### src/rtl/wave_pkg.sv
// wave_pkg: shared wave-select codes, sequencer state encoding and default widths
package wave_pkg;
    localparam int ACC_W_DEF  = 24;
    localparam int ADDR_W_DEF = 9;
    typedef enum logic [1:0] {
        WAVE_SINE = 2'b00,
        WAVE_TRI  = 2'b01,
        WAVE_SQR  = 2'b10,
        WAVE_PWM  = 2'b11
    } wave_e;
    typedef enum logic [1:0] {
        ST_IDLE  = 2'b00,
        ST_RUN   = 2'b01,
        ST_DRAIN = 2'b10
    } state_e;
endpackage

### src/rtl/phase_accum.sv
// phase_accum: DDS phase accumulator with carry-out wrap detect
//   clk, rst  clock, async active-high reset
//   en        advance acc by freq this cycle
//   clr       synchronous clear (wins over en)
//   freq      phase increment
//   address   top ADDR_W bits of the accumulator
//   wrap      combinational carry out of acc+freq while enabled
module phase_accum #(
    parameter int ACC_W  = 24,
    parameter int ADDR_W = 9
) (
    input  logic              clk,
    input  logic              rst,
    input  logic              en,
    input  logic              clr,
    input  logic [ACC_W-1:0]  freq,
    output logic [ADDR_W-1:0] address,
    output logic              wrap
);
    logic [ACC_W-1:0] acc;
    logic [ACC_W:0]   sum;
    assign sum     = {1'b0, acc} + {1'b0, freq};
    assign wrap    = en && sum[ACC_W];
    assign address = acc[ACC_W-1 -: ADDR_W];
    always_ff @(posedge clk or posedge rst) begin
        if (rst)      acc <= '0;
        else if (clr) acc <= '0;
        else if (en)  acc <= sum[ACC_W-1:0];
    end
endmodule

### src/rtl/wave_sequencer.sv
// wave_sequencer: DDS sequencer with period-boundary config apply and stop
//   clk, rst     clock, async active-high reset
//   start, stop  1-cycle control pulses
//   cfg_valid/cfg_ready/cfg_freq/cfg_wave/cfg_pwm  config handshake into shadow
//   enable, busy high while running or draining
//   wave_word, pwm_word  active wave select and PWM threshold
//   address      phase address, period_tick  pulse aligned with a period's first address
module wave_sequencer
    import wave_pkg::*;
#(
    parameter int ACC_W  = ACC_W_DEF,
    parameter int ADDR_W = ADDR_W_DEF
) (
    input  logic              clk,
    input  logic              rst,
    input  logic              start,
    input  logic              stop,
    input  logic              cfg_valid,
    output logic              cfg_ready,
    input  logic [ACC_W-1:0]  cfg_freq,
    input  logic [1:0]        cfg_wave,
    input  logic [6:0]        cfg_pwm,
    output logic              enable,
    output logic [1:0]        wave_word,
    output logic [6:0]        pwm_word,
    output logic [ADDR_W-1:0] address,
    output logic              period_tick,
    output logic              busy
);
    state_e           state, state_nx;
    logic [ACC_W-1:0] freq, sh_freq;
    logic [1:0]       sh_wave;
    logic [6:0]       sh_pwm;
    logic             sh_full, wrap, run, clr, take, apply, drain_done;

    assign run        = state != ST_IDLE;
    // a zero step never wraps, so draining with freq==0 finishes at once
    assign drain_done = state == ST_DRAIN && (wrap || freq == '0);
    assign clr        = state == ST_IDLE || drain_done;
    assign take       = cfg_valid && !sh_full;
    // shadow only lands on a period boundary while generating
    assign apply      = sh_full && (state == ST_IDLE || wrap);
    assign cfg_ready  = !sh_full;

    phase_accum #(.ACC_W(ACC_W), .ADDR_W(ADDR_W)) u_accum (
        .clk     (clk),
        .rst     (rst),
        .en      (run),
        .clr     (clr),
        .freq    (freq),
        .address (address),
        .wrap    (wrap)
    );

    always_comb begin
        state_nx = state;
        case (state)
            ST_IDLE:  state_nx = (start && !stop) ? ST_RUN : ST_IDLE;
            ST_RUN:   state_nx = stop ? ST_DRAIN : ST_RUN;
            ST_DRAIN: state_nx = drain_done ? ST_IDLE : ST_DRAIN;
            default:  state_nx = ST_IDLE;
        endcase
    end

    always_ff @(posedge clk or posedge rst) begin
        if (rst) begin
            state       <= ST_IDLE;
            enable      <= 1'b0;
            busy        <= 1'b0;
            period_tick <= 1'b0;
        end else begin
            state       <= state_nx;
            enable      <= state_nx != ST_IDLE;
            busy        <= state_nx != ST_IDLE;
            period_tick <= wrap;
        end
    end

    always_ff @(posedge clk or posedge rst) begin
        if (rst) begin
            sh_full <= 1'b0;
            sh_freq <= '0;
            sh_wave <= '0;
            sh_pwm  <= '0;
        end else if (take) begin
            sh_full <= 1'b1;
            sh_freq <= cfg_freq;
            sh_wave <= cfg_wave;
            sh_pwm  <= cfg_pwm;
        end else if (apply) begin
            sh_full <= 1'b0;
        end
    end

    always_ff @(posedge clk or posedge rst) begin
        if (rst) begin
            freq      <= '0;
            wave_word <= '0;
            pwm_word  <= '0;
        end else if (apply) begin
            freq      <= sh_freq;
            wave_word <= sh_wave;
            pwm_word  <= sh_pwm;
        end
    end
endmodule
### config.mk
export PLATFORM = sky130hd
export DESIGN_NAME = wave_sequencer
export DESIGN_NICKNAME = d
export VERILOG_FILES = /design/src/rtl/wave_pkg.sv /design/src/rtl/phase_accum.sv /design/src/rtl/wave_sequencer.sv
export SDC_FILE = /design/constraint.sdc
export NUM_CORES = 1
export LEC_CHECK = 0
export ABC_AREA = 0
export BUFFER_PORTS_ARGS = -buffer_cell sky130_fd_sc_hd__buf_2
export CORE_MARGIN = 5
export CORE_UTILIZATION = 61
export DETAILED_ROUTE_END_ITERATION = 12
export GPL_TIMING_DRIVEN = 0
export PLACE_DENSITY = 0.87
export SETUP_SLACK_MARGIN = 0.1
export SLEW_MARGIN = 20
export SYNTH_ARGS = -nofsm -noshare
export SYNTH_HDL_FRONTEND = slang
export SYNTH_SLANG_ARGS = --single-unit
export TNS_END_PERCENT = 30
### constraint.sdc
create_clock -name clk -period 4.8 [get_ports clk]
set_input_delay 0.48 -clock clk [delete_from_list [all_inputs] [get_ports clk]]
set_output_delay 0.48 -clock clk [all_outputs]
set_load 0.005 [all_outputs]
**Word-level counts from Yosys, hierarchy flattened**

Index checks and enable logic that the tools add are counted.

- Input bits: 38
- Word-level logic and storage cells: 38
- Register bits: 95

- Equal/unequal tests: 2
- Muxes and demuxes: 8
- Reduce and logical (&&, ||, !) cells: 16
- $add $sub $neg: 1

Operators by type and width:

| operator | number |
|---|---|
| $mux 24 | 2 |
| $add 24x24->25 | 1 |
| $logic_not 24->1 | 1 |
| $reduce_bool 2->1 | 4 |
| $pmux 2 s3 | 1 |
| $logic_and 1x1->1 | 5 |
| $mux 2 | 2 |
| $logic_or 1x1->1 | 3 |
| $mux 1 | 3 |
| $eq 2x1->1 const B | 1 |
| $eq 2x2->1 const B | 1 |
| $logic_not 1->1 | 2 |
| $logic_not 2->1 | 1 |

**Depth between registers and ports, before layout**

Gate-level depths: netlist of the first run.

- Depth after elaboration: 7
- Mapped depth: 11
- Depth with buffers taken out: 10

**By module**

From an unflattened synthesis of the first run, not the netlist that was laid out.

- Cell total of the unflattened synthesis: 432
- Area total of the unflattened synthesis: 5191.2 um^2

By module, submodules not included:

| module | cells each | times used | area an instance (um^2) |
|---|---|---|---|
| wave_sequencer | 172 | 1 | 2870.3 |
| phase_accum | 260 | 1 | 2321.0 |

**Least setup slack after synthesis of the first run**

OpenSTA, ideal clock, no wires.

- Path kind: register to register
- From: register freq[0]
- To: register freq[0]
- Buffers on the path: 1
- Required time: 4.675 ns
- Setup time: 0.125 ns
- Slack: 1.975 ns
- Arrival time: 2.700 ns
- Clock period less this slack: 2.825 ns
- Cell stages (with the launch flop): 12
- Cell sequence: dfrtp_1 ha_1 inv_1 fa_1 nand2b_1 a21oi_1 o211a_1 o211a_1 o31a_2 o31ai_4 buf_6 mux2_2

- Cells in the longest elaborated chain, start to end: 4

RTL lines:

| item | RTL line | text |
|---|---|---|
| start: declaration | wave_sequencer.sv:31 | `logic [ACC_W-1:0] freq, sh_freq;` |
| start signal: assignment | wave_sequencer.sv:101 | `freq <= sh_freq;` |
| $add 24x24->25 | phase_accum.sv:22 | `assign sum = {1'b0, acc} + {1'b0, freq};` |
| $logic_and 1x1->1 | phase_accum.sv:23 | `assign wrap = en && sum[ACC_W];` |
| $logic_or 1x1->1 | wave_sequencer.sv:42 | `assign apply = sh_full && (state == ST_IDLE \|\| wrap);` |
| $logic_and 1x1->1 | wave_sequencer.sv:42 |  |

No other way between the ends.
A chain may end at the register's enable or synchronous reset.

**Worst setup path in the final report of the first run**

- From: register freq[0]
- To: register pwm_word[3]

- Cells in the longest elaborated chain, start to end: 4

RTL lines:

| item | RTL line | text |
|---|---|---|
| $add 24x24->25 | phase_accum.sv:22 |  |
| $logic_and 1x1->1 | phase_accum.sv:23 |  |
| $logic_or 1x1->1 | wave_sequencer.sv:42 |  |
| $logic_and 1x1->1 | wave_sequencer.sv:42 |  |
| end signal: assignment | wave_sequencer.sv:103 | `pwm_word <= sh_pwm;` |
| end: declaration | wave_sequencer.sv:25 | `output logic [6:0] pwm_word,` |

No other way between the ends.

==> flow_summary.ini, run 1 <==
[outcome]
status = completed

[logic_synthesis]
yosys.cell_count.top_type = dfrtp_1
synthAdderAreaFrac = 0.0679
synth.ff_latch_count = 95
yosysWarnings = 0
synth_edf_count = 0
async_reset_ff_frac = 1.00
synth_mux_area_frac = 0.157
netlist_instances = 396
synthDominantAreaCellType = dfrtp_1
synth_area_um2 = 4720
synth_fp_nets = 459
synth_simple_gate_area_frac = 0.0832
synthTopCellsByCount = dfrtp_1, mux2_2, nor2_1
synthDominantCellAreaShare = 0.504
netlist-cell-type-count = 47
netlist_top_cells_area = dfrtp_1, mux2_2, ha_1
synth-compound-area-share = 0.116
largest_family_of_logic_cells_by_synthesized_area = multiplexers
yosysSeqAreaShare = 0.504
yosys.area_share.xor_xnor = 0.0315
dominantRegCellSynth = dfrtp_1
avgSynthCellArea_um2 = 11.9

[floorplan]
floorplan.die_area_um2 = 9600
floorplan.io_pins = 60
count_of_standard_cell_rows = 32
coreArea_um2 = 7650
horizontal_die_dimension_um = 98.0
initial_core_util = 0.617
chip_height_um = 98.0

[worst_setup_path]
worst_ep_arrival_time_ns = 3.54
cp-end-kind = register
critPathMaxFanout = 10
critical_path_required_ns = 5.06
setup.worst_path.class = reg2reg
start_kind = register

[power]
overall_power_after_layout_mw = 4.03
vdd_ir_drop_max_mv = 0.414
static-leakage-power_nw = 2.58
pwr_density_cell_nw_per_um2 = 749

[clock_network]
cts_sinks = 95
cts-buffers-inserted = 9
cts_hold_repair.buffers = 0
post-cts-setup-buffers = 0
clock_path_buffers = 2
post_cts_resized = 0
clk_pin_slew_ns = 0.10
clk-insertion-delay-late_ns = 0.38
clock_tree.root_cell = clkbuf_8
cts_tree = built
cts_htree_levels = 3

[timing]
clock_skew_ns = 0.0123
fin_tns_setup_ns = 0
fmaxAchievable_mhz = 304
worst-slew-pin-transition_ns = 0.756
timing.slew.headroom = 0.483
fin_worst_hold_slack_ns = 0.106
drv_slew = 0
timing.final.crit_period_ns = 3.28
rsz0062_at_grt = no
hold_violations = 0
report.final.setup_viol = 0
finalCritPeriodShare = 0.684

[final_layout]
final_area_um2 = 5380
multi_input_area_um2 = 2150
flow.area_growth_from_synthesis_pct = 14.1
post_route_cells_drive_above_1_share = 0.350
finalNetCount = 530
final.fill_count = 522
seq_area_um2 = 2380
core_utilization_of_the_finished_layout = 0.704
num_antenna_cells = 0

[hold_path]
min-delay-path-class = in2async

[global_route]
grt.total_usage = 0.216
grt_start_max_net_pins = 62
antenna_found_initial = 0
grt.met2_usage = 0.358
busiest_layer = met2
groute.layer.met1.usage = 0.273
global_route.usage.met3 = 0.0443
grt_overflow_total = 0
first_pass_grt_wire_length_um = 16800
grt_pass1_vias = 3561

[placed_design]
routabilityCongestion = 0.884
port_buffers = 59
post-dp-hpwl_um = 6980
dpl-instance-area_um2 = 5170

[route]
wl_per_cell_um = 16.4
drt-pass1-iter-count = 4
initialDrtViolationCount = 209
route.detailed.drc = 0
final_antenna_net_count = 0
detailroute.via_count = 3247
totalWireLength_um = 9410
avgViaCountPerCell = 5.66

[run]
cap_viol_max_count = 0
-- final cells by class --
class,count,area share
Clock buffer,9,0.0230
Clock inverter,7,0.0160
Multi-Input combinational cell,266,0.400
Timing Repair Buffer,60,0.0600
Tap cell,102,0.0237
Sequential cell,95,0.442
Buffer,21,0.0258
Inverter,14,0.0102
-- stage by stage --
| stage | worst slack, ns | instances |
|---|---|---|
| floorplan | 1.84 | 396 |
| global placement | 0.911 | 557 |
| detailed placement | 1.53 | 558 |
| CTS | 1.51 | 574 |
| global route | 1.36 | 574 |
| finish | 1.52 | 574 |
-- worst max-delay path, stage by stage, from the launching register on --
cell,delay [ns]
dfrtp_1,0.42
ha_1,0.22
inv_1,0.07
fa_1,0.20
nand2b_1,0.15
a21oi_1,0.13
o211a_1,0.30
o211a_1,0.26
o31a_2,0.38
o31ai_4,0.44
buf_6,0.24
mux2_2,0.35
-- routing by layer --
metal | vias to the layer above | part of all wire
met1 | 1595 | 0.43
met2 | 79 | 0.50
li1 | 1556 | -
met5 | - | 0
met4 | 0 | 0.023
met3 | 17 | 0.050
-- worst paths after layout --
path                                    from           to  slack, ns  cells after the start
worst max-delay path                 freq[0]  pwm_word[3]       1.52                     11
worst min-delay path                     rst   sh_freq[7]       0.11                      2
worst max register to register       freq[0]  pwm_word[3]       1.52                     11
worst min register to register   sh_freq[18]  sh_freq[18]       0.51                      1
max in group asynchronous                rst     state[1]       4.05                      3
min in group clk                cfg_freq[23]  sh_freq[23]       0.33                      2
-- state kept, by name, summed over array words and instances (netlist names) --
register and flops:
wave_word 2, busy 1, sh_full 1, u_accum.acc 24, sh_pwm 7, freq 24
state 2, pwm_word 7, sh_freq 24, period_tick 1, sh_wave 2
-- cells in the final DEF (no fill, tap or decap), types with 3 or more instances in the layout --
cell type / synthesis / layout
a21boi_0: 3 / 3
a21o_1: 13 / 13
a21oi_1: 19 / 19
and3_1: 3 / 3
buf_2: 0 / 59
buf_4: 10 / 10
buf_6: 3 / 3
clkbuf_1: 8 / 8
clkbuf_8: 0 / 9
dfrtp_1: 95 / 95
ha_1: 24 / 24
inv_1: 14 / 13
mux2_2: 66 / 66
nand2_1: 12 / 12
nand2b_1: 3 / 3
nand3_1: 3 / 3
nor2_1: 33 / 33
nor2b_1: 3 / 3
nor3_1: 8 / 8
nor4_1: 7 / 7
o211ai_1: 3 / 3
o21a_1: 4 / 4
o21ai_0: 11 / 11
o21bai_1: 3 / 3
o31ai_1: 3 / 3
xnor2_1: 8 / 8
xor2_1: 9 / 9
-- power breakdown --
group	internal [mW]	total (mW)	switching (mW)	leakage, nW
clock network	0.252	0.556	0.304	0.104
logic	1.01	2.04	1.04	1.32
registers	1.19	1.43	0.247	1.15
total	2.45	4.03	1.59	2.58
-- logic make-up (layout without fill, tap and decap cells) --
| kind of cell | count (synthesis) | in the layout |
|---|---|---|
| AOI/OAI and AO/OA | 76 | 76 |
| adders and majority gates | 25 | 25 |
| and+or+nand+nor | 82 | 82 |
| muxes | 66 | 66 |
| buffers and inverters | 35 | 111 |
| DFF | 95 | 95 |
| xor gates and xnor gates | 17 | 17 |
Power figures use the tool's default switching activity.
==> inputs of run 2 (changes only) <==
--- a/config.mk
+++ b/config.mk
@@ -5,13 +5,13 @@
 export SDC_FILE = /design/constraint.sdc
 export NUM_CORES = 1
 export LEC_CHECK = 0
-export ABC_AREA = 0
+export ABC_AREA = 1
 export BUFFER_PORTS_ARGS = -buffer_cell sky130_fd_sc_hd__buf_2
 export CORE_MARGIN = 5
-export CORE_UTILIZATION = 61
+export CORE_UTILIZATION = 53
 export DETAILED_ROUTE_END_ITERATION = 12
 export GPL_TIMING_DRIVEN = 0
-export PLACE_DENSITY = 0.87
+export PLACE_DENSITY = 0.8
 export SETUP_SLACK_MARGIN = 0.1
 export SLEW_MARGIN = 20
 export SYNTH_ARGS = -nofsm -noshare
==> constraint.sdc (replaced) <==
create_clock -name clk -period 2.93 [get_ports clk]
set_input_delay 0.293 -clock clk [delete_from_list [all_inputs] [get_ports clk]]
set_output_delay 0.293 -clock clk [all_outputs]
set_load 0.005 [all_outputs]
==> flow_summary.ini, run 2 <==
[power]
static-leakage-power_nw = 3.20
vdd_ir_drop_max_mv = 0.563
pwr_density_cell_nw_per_um2 = 1140

[run]
cap_viol_max_count = 0

[logic_synthesis]
synth-compound-area-share = 0.114
yosysWarnings = 0
synth_area_um2 = 5430
yosys.area_share.xor_xnor = 0.0210
async_reset_ff_frac = 1.00
netlist_top_cells_area = dfrtp_1, nand2_1, inv_1
synth.ff_latch_count = 95
avgSynthCellArea_um2 = 8.68
synthDominantAreaCellType = dfrtp_1
yosysSeqAreaShare = 0.438
synth_simple_gate_area_frac = 0.221
netlist_instances = 626
synthDominantCellAreaShare = 0.438
dominantRegCellSynth = dfrtp_1
largest_family_of_logic_cells_by_synthesized_area = simple AND/OR/NAND/NOR gates
synth_mux_area_frac = 0.0497
synth_fp_nets = 689
synth_edf_count = 0
synthTopCellsByCount = nand2_1, dfrtp_1, inv_1
yosys.cell_count.top_type = nand2_1
netlist-cell-type-count = 35
synthAdderAreaFrac = 0.0590

[timing]
report.final.setup_viol = 0
fmaxAchievable_mhz = 402
fin_worst_hold_slack_ns = 0.0982
clock_skew_ns = 0.0147
hold_violations = 0
rsz0062_at_grt = no
timing.slew.headroom = 0.439
worst_slack_ns = 0.441
finalCritPeriodShare = 0.850
drv_slew = 0
worst-slew-pin-transition_ns = 0.842
timing.final.crit_period_ns = 2.49

[global_route]
grt_start_max_net_pins = 61
first_pass_grt_wire_length_um = 21100
antenna_found_initial = 0
grt_overflow_total = 0
grt.total_usage = 0.210
grt_pass1_vias = 4506

[final_layout]
regs_by_ff_count = freq (24), sh_freq (24), u_accum.acc (24)
finalNetCount = 761
flow.area_growth_from_synthesis_pct = 13.0
post_route_cells_drive_above_1_share = 0.267
layoutNonFillerInstCount = 839
final_area_um2 = 6140
core_utilization_of_the_finished_layout = 0.605
mostFrequentLayoutCell = nand2_1
num_antenna_cells = 0
most_frequent_cells_in_the_layout = nand2_1, dfrtp_1, inv_1, buf_2, a21oi_1

[placed_design]
dpl-instance-area_um2 = 5930
place_inst = 822
post-dp-hpwl_um = 9730
pre_cts_slack_ns = 0.466
routabilityCongestion = 0.888
port_buffers = 59

[worst_setup_path]
cp.buffers_inverters = 3
rrSetupSlack_ns = 0.44
cp-end-kind = register
worst_ep_arrival_time_ns = 2.75
cpLargestDelayFamily = simple AND/OR/NAND/NOR gates
critical-path-top-cell-by-count = nand2_1
worst_reg2reg_path_depth = 14
critical_path_required_ns = 3.19
start_kind = register
critical_path.slowest_cell = fa_1
critPathMaxFanout = 10
setup.worst_path.class = reg2reg
cp.depth = 14
regToRegStartpoint = freq[0]
cpPeakStageDelay_ns = 0.41
timing.critical_path.cells = ha_1 > inv_1 > fa_1 > inv_1 > nand2_1 > nand2_1 > nand3_1 > nand2_2 > nand2_1 > nand4_2 > nand2_4 > buf_2 > nand2_1 > nand2_1
r2r_path_end = freq[12]

[clock_network]
clock_tree.root_cell = clkbuf_8
cts_sinks = 95
cts-buffers-inserted = 9
clk-insertion-delay-late_ns = 0.37
clock_path_buffers = 2
clk_pin_slew_ns = 0.10
cts_tree = built
cts_htree_levels = 3
post-cts-setup-buffers = 0

[floorplan]
horizontal_die_dimension_um = 111
initial_core_util = 0.536
coreArea_um2 = 10100
chip_height_um = 111
count_of_standard_cell_rows = 37
floorplan.io_pins = 60
floorplan.die_area_um2 = 12400

[hold_path]
min-delay-path-class = in2reg
timing.hold.worst.start = stop
hold_path_depth = 2
timing.hold.worst_endpoint = state[0]

[outcome]
status = completed

[route]
final_antenna_net_count = 0
wl_per_cell_um = 14.4
avgViaCountPerCell = 5.18
route.detailed.drc = 0
totalWireLength_um = 12100
drt-pass1-iter-count = 5
detailroute.via_count = 4347
initialDrtViolationCount = 225
run 2: cell families (layout without fill, tap and decap cells):
family / after synthesis / after routing
xor gates and xnor gates: 13 / 13
and+or+nand+nor: 265 / 265
DFF: 95 / 95
adders and majority gates: 25 / 25
muxes: 24 / 24
AOI/OAI and AO/OA: 97 / 97
buffers and inverters: 107 / 184
run 2: per-stage QoR:
stage / TNS [ns] / power [mW]
floorplan: 0 / 5.20
CTS: 0 / 7.08
finish: 0 / 7.02
global placement: -76.41 / 6.02
global route: 0 / 7.67
detailed placement: 0 / 6.16
run 2: worst max path at each step:
stage | start | slack (ns) | to
finish | freq[0] | 0.44 | freq[12]
global route | freq[0] | 0.27 | freq[12]
CTS | freq[0] | 0.42 | freq[12]
detailed placement | freq[0] | 0.47 | freq[12]
global placement | rst | -0.81 | u_accum.acc[22]
floorplan | rst | 0.16 | busy
run 2: timing repair:
action,CTS,global route
gates resized for setup,0,0
hold endpoints to repair,35,0
hold buffers,1,0
run 2: per-layer routing:
layer  track usage  routed length (um)  part of all wire
met1         0.268                5370              0.44
met2         0.359                6010              0.50
met3        0.0426                 533             0.044
met4        0.0616                 162             0.013
met5             0                   0                 0
run 2: area by class of cell:
class | instances | area (um2)
fillers | 904 | 4000
multi-input cells | 424 | 2520
flip-flops and latches | 95 | 2380
repair buffers | 61 | 333
inverters | 83 | 324
plain buffers | 24 | 211
well taps | 136 | 170
clock buffers | 12 | 145
clock inverters | 4 | 52.6
run 2: report_power, final:
group	leakage [nW]	switching [mW]	internal, mW	total [mW]
sequential	1.16	0.393	1.92	2.31
clock	0.101	0.465	0.424	0.889
combinational	1.94	2.28	1.55	3.82
